===== src/rtl/clk_div_ctrl.sv =====
// Programmable clock divider controller: glitch-free start/stop and divide-ratio
// updates that are only applied at a period boundary (the O_CLK 1->0 edge).
module clk_div_ctrl #(
    parameter int CNT_W       = 16,
    parameter int DEFAULT_DIV = 10
) (
    input  logic             I_CLK,
    input  logic             I_RST,
    input  logic             I_EN,
    input  logic             I_DIV_VALID,
    input  logic [CNT_W-1:0] I_DIV,
    output logic             O_DIV_READY,
    output logic             O_CLK,
    output logic             O_TICK,
    output logic             O_ERR,
    output logic [CNT_W-1:0] O_DIV_ACT,
    output logic [1:0]       O_STATE
);

    // Ratio handshake: a transfer happens on a rising I_CLK edge where
    // I_DIV_VALID && O_DIV_READY; the source holds I_DIV stable until then.
    typedef enum logic [1:0] {
        IDLE     = 2'b00,
        RUN      = 2'b01,
        STOPPING = 2'b10
    } state_t;

    localparam logic [CNT_W-1:0] DEF_DIV = CNT_W'(DEFAULT_DIV);
    localparam logic [CNT_W-1:0] ONE     = CNT_W'(1);

    state_t           state, state_n;
    logic [CNT_W-1:0] cnt, cnt_n;
    logic [CNT_W-1:0] div_act, div_act_n;
    logic [CNT_W-1:0] pend_div, pend_div_n;
    logic             pend_valid, pend_valid_n;
    logic             clk_q, clk_n;
    logic             tick_q, tick_n;
    logic             err_q, err_n;
    logic             xfer, div_zero, toggle, boundary;

    always_comb begin
        xfer     = I_DIV_VALID && !pend_valid;
        div_zero = (I_DIV == '0);
        toggle   = (state != IDLE) && (cnt == div_act - ONE);
        boundary = toggle && clk_q;

        state_n      = state;
        cnt_n        = cnt;
        clk_n        = clk_q;
        div_act_n    = div_act;
        pend_div_n   = pend_div;
        pend_valid_n = pend_valid;
        tick_n       = 1'b0;
        err_n        = xfer && div_zero;

        if (state != IDLE) begin
            if (toggle) begin
                clk_n = !clk_q;
                cnt_n = '0;
            end else begin
                cnt_n = cnt + ONE;
            end
            tick_n = boundary;
            // The boundary consumes the slot as it was before this edge, so a
            // transfer landing on the same edge waits for the next boundary.
            if (boundary && pend_valid) begin
                div_act_n    = pend_div;
                pend_valid_n = 1'b0;
            end
            if (xfer && !div_zero) begin
                pend_div_n   = I_DIV;
                pend_valid_n = 1'b1;
            end
        end

        case (state)
            IDLE: begin
                if (xfer && !div_zero) div_act_n = I_DIV;
                if (I_EN) state_n = RUN;
            end
            RUN: begin
                if (!I_EN) begin
                    if (!clk_q || boundary) state_n = IDLE;
                    else                    state_n = STOPPING;
                end
            end
            STOPPING: begin
                if (I_EN)          state_n = RUN;
                else if (boundary) state_n = IDLE;
            end
            default: state_n = IDLE;
        endcase

        // Leaving the run states parks the output low and flushes any ratio
        // still waiting so it is never stranded while idle.
        if (state != IDLE && state_n == IDLE) begin
            clk_n = 1'b0;
            cnt_n = '0;
            if (pend_valid_n) begin
                div_act_n    = pend_div_n;
                pend_valid_n = 1'b0;
            end
        end
    end

    always_ff @(posedge I_CLK or posedge I_RST) begin
        if (I_RST) begin
            state      <= IDLE;
            cnt        <= '0;
            clk_q      <= 1'b0;
            tick_q     <= 1'b0;
            err_q      <= 1'b0;
            div_act    <= DEF_DIV;
            pend_div   <= '0;
            pend_valid <= 1'b0;
        end else begin
            state      <= state_n;
            cnt        <= cnt_n;
            clk_q      <= clk_n;
            tick_q     <= tick_n;
            err_q      <= err_n;
            div_act    <= div_act_n;
            pend_div   <= pend_div_n;
            pend_valid <= pend_valid_n;
        end
    end

    assign O_DIV_READY = !pend_valid;
    assign O_CLK       = clk_q;
    assign O_TICK      = tick_q;
    assign O_ERR       = err_q;
    assign O_DIV_ACT   = div_act;
    assign O_STATE     = state;

endmodule


===== config.mk =====
export PLATFORM = sky130hd
export DESIGN_NAME = clk_div_ctrl
export DESIGN_NICKNAME = d
export VERILOG_FILES = /design/src/rtl/clk_div_ctrl.sv
export SDC_FILE = /design/constraint.sdc
export NUM_CORES = 1
export LEC_CHECK = 0
export CAP_MARGIN = 20
export CORE_AREA = 2 2 84 86
export DETAILED_ROUTE_END_ITERATION = 6
export DIE_AREA = 0 0 86 88
export GPL_TIMING_DRIVEN = 0
export PLACE_DENSITY = 0.79
export REMOVE_ABC_BUFFERS = 1
export SLEW_MARGIN = 20
export SYNTH_ARGS = -nofsm -noshare
export SYNTH_HDL_FRONTEND = slang
export SYNTH_SLANG_ARGS = --single-unit

===== constraint.sdc =====
create_clock -name I_CLK -period 3 [get_ports I_CLK]
set_clock_uncertainty 0.2 [all_clocks]
set_input_delay 0.45 -clock I_CLK [delete_from_list [all_inputs] [get_ports I_CLK]]
set_output_delay 0.45 -clock I_CLK [all_outputs]
set_load 0.02 [all_outputs]

==> results_dict.tcl <==
set metrics [dict create \
    violations "setup timing" \
    p_switching_mw 1.495 \
    worstSetupEndpointType "flop" \
    fmax_ghz 0.2856 \
    dp_hpwl_microns 5339 \
    grt_pass1_vias 2930 \
    r2r_cells 11 \
    clockBufferDepth 2 \
    synth_ff_type "dfrtp_1" \
    power_mw 3.629 \
    holdPathEnd "O_ERR" \
    crit_arrival_ns 3.51 \
    cts_hold_buf 0 \
    final_common_cell "dfrtp_1" \
    initial_utilization 0.4883 \
    core-area_sq_um 6644 \
    yosysWarnings 0 \
    drv_cap 0 \
    clock_sinks 54 \
    critical-path-top-delay-family "simple AND/OR/NAND/NOR gates" \
    worst-path-buf-inv 3 \
    grt_usage 0.2450 \
    worstPathCellList "inv_1 > ha_4 > xnor2_2 > nor4_2 > nand4_1 > nor4_4 > buf_4 > and3_4 > a2bb2oi_4 > clkbuf_16 > mux2_4" \
    cp_slowest_stage_delay_ns 0.48 \
    drc 0 \
    via_per_inst 6.533 \
    port_buffers 41 \
    path_class "reg2reg" \
    cpMaxStageDelayCell "dfrtp_2" \
    min_path_cells 1 \
    std_cell_rows 30 \
    setup_violations 34 \
    grt_first_pass_wirelength_microns 14520 \
    pwr-share-comb 0.526 \
    dpl_cell_area_sq_um 3701 \
    cell_internal_pwr_mw 2.134 \
    powerDensity_nw_per_um2 811.6 \
    synth-edff-count 0 \
    fp.dieH_microns 88 \
    design_area_sq_um 4472 \
    drive_gt1_frac 0.3089 \
    die_width_microns 86 \
    synth_area_sq_um 3244 \
    layout_worst_path_cycle_share 1.167 \
    diodes 0 \
    drt_wl_total_microns 10740 \
    irDropWorstVdd_uv 711.0 \
    fin_util 0.6731 \
    worstMarginPinSlew_ns 0.7619 \
    cp-start-kind "flop" \
    clk_pin_slew_ns 0.10 \
    cts_buffers 5 \
    place.gp.congestion 0.7978 \
    reg2reg_from "O_DIV_ACT[0]" \
    antenna_found_initial 0 \
    holdWs_ns 0.3111 \
    syn_inst 317 \
    fillers 428 \
    switching_share 0.4119 \
    outcome "complete, but fails checks" \
    reg2reg_slack_ns -0.50 \
    syn_avg_cell_area_sq_um 10.23 \
    worst_slack_ns -0.5012 \
    htree_levels 2 \
    synthArstFlopShare 1.000 \
    ys_types 49 \
    synth.yosys.seq_area_share 0.4173 \
    hold_viol_final 0 \
    p_seq_frac 0.336 \
    power.leakage_nw 1.954 \
    report.final.slew_viol_count 0 \
    cts-root-buf "clkbuf_8" \
    tritoncts "built" \
    dp_slack_ns -0.9447 \
    io_pins 42 \
    cp_max_fo 8 \
    initialDrtViolationCount 236 \
    antenna_left 0 \
    pwr-share-clk 0.139 \
    finalCriticalPeriod_ns 3.501 \
    max_slew_margin 0.4867 \
    avgRoutedWirePerCell_microns 22.61 \
    area_growth_pct 37.83 \
    ys_seq_elements 54 \
    dieArea_sq_um 7568 \
    hold_path.startpoint "pend_valid" \
    clock_latency_ns 0.32 \
    first_pass_iters 5 \
    vias 3103 \
    grt_max_degree 55 \
    layout_common_cells "45 x dfrtp_1, 41 x clkdlybuf4s50_1, 30 x and3_1, 29 x buf_4" \
    grt-ovfl-total 0 \
    worst_ep_required_time_ns 3.01 \
    final_nets 416 \
    rsz0062_at_grt "yes" \
    hold_path_class "reg2reg" \
    reg2reg_to "O_DIV_ACT[13]" \
]
-- registers in the layout, indices dropped and copies added (netlist names) --
signal and cells:
pend_valid 1, O_ERR 1, pend_div 16, O_CLK 1, O_STATE 2, O_TICK 1, cnt 16, O_DIV_ACT 16
-- Yosys cell counts (all sizes together) (2+ instances only) --
cell type | number | area (sq um)
dfrtp | 52 | 1301
and3 | 32 | 200.2
mux2 | 22 | 247.7
o21ai | 19 | 98.84
nand2 | 16 | 60.06
xnor2 | 15 | 131.4
mux2i | 14 | 140.1
a221o | 13 | 130.1
nor2 | 11 | 41.29
nor4 | 11 | 98.84
clkbuf | 10 | 37.54
inv | 10 | 37.54
nand3 | 9 | 45.04
a22o | 8 | 70.07
nor2b | 8 | 50.05
xor2 | 7 | 61.31
buf | 6 | 36.28
a221oi | 5 | 43.79
nand2b | 5 | 31.28
nor3 | 5 | 25.02
nand3b | 3 | 22.52
nand4 | 3 | 18.77
a21boi | 2 | 15.02
a21o | 2 | 15.01
a21oi | 2 | 10.01
a31oi | 2 | 18.77
and2 | 2 | 12.51
dfstp | 2 | 52.55
ha | 2 | 25.02
nor3b | 2 | 15.01
o21a | 2 | 15.01
o22ai | 2 | 12.51
o31a | 2 | 17.52
or2 | 2 | 12.51
-- area by class of cell --
class / instances / area (sq um) / share of cell area
Clock buffer: 5 / 68.82 / 0.01539
Clock inverter: 3 / 45.04 / 0.01007
Inverter: 10 / 40.04 / 0.008954
Multi-Input combinational cell: 238 / 2023 / 0.4524
Sequential cell: 54 / 1363 / 0.3047
Tap cell: 80 / 100.1 / 0.02238
Timing Repair Buffer: 85 / 832.0 / 0.1861
-- routing by layer --
metal | global-route usage | wire (microns) | vias to the layer above
met2 | 0.4200 | 5408 | 172
li1 | - | - | 1339
met4 | 0.09668 | 480 | 0
met3 | 0.03770 | 580 | 42
met1 | 0.3117 | 4272 | 1550
met5 | 0 | 0 | -
-- cells by family after synthesis --
kind of cell | count (synthesis) | synth area share
compound gates | 66 | 0.1612
xor+xnor | 22 | 0.05939
fa+ha+maj | 2 | 0.007712
buf+inv | 26 | 0.03432
flops | 54 | 0.4173
mux | 36 | 0.1196
simple gates | 111 | 0.2005
-- power by group through the flow --
stage                     Clock, mW  Sequential [mW]  Combinational, mW
final                         0.504             1.22               1.91
after global routing          0.532             1.23               2.00
after CTS                     0.505             1.19               1.44
after detailed placement          0             1.22               1.26
after global placement            0             1.21               1.23
after floorplan                   0             1.28              0.725
-- through the flow --
stage,cells,TNS [ns]
CTS,451,-2.707
detailed placement,423,-30.18
floorplan,301,-3.566
finish,475,-12.27
global placement,422,-31.83
global route,475,-11.67
-- worst max-delay path by stage --
stage                    endpoint    startpoint  slack, ns  depth (start not counted)
finish              O_DIV_ACT[13]  O_DIV_ACT[0]      -0.50                         11
global route        O_DIV_ACT[13]  O_DIV_ACT[0]      -0.47                         11
CTS                  O_DIV_ACT[7]  O_DIV_ACT[5]      -0.21                         11
detailed placement   O_DIV_ACT[7]     I_DIV[12]      -0.94                          7
global placement    O_DIV_ACT[12]     I_DIV[11]      -0.99                          7
floorplan            O_DIV_ACT[0]  O_DIV_ACT[2]      -0.24                          8
-- repair_timing --
action,CTS,global route
resized for setup,32,45
buffers inserted,19,23
pin swaps,16,22
cloned,1,1
endpoints found under the setup margin,48,46
Note: power is estimated with default switching activity, not from simulation.
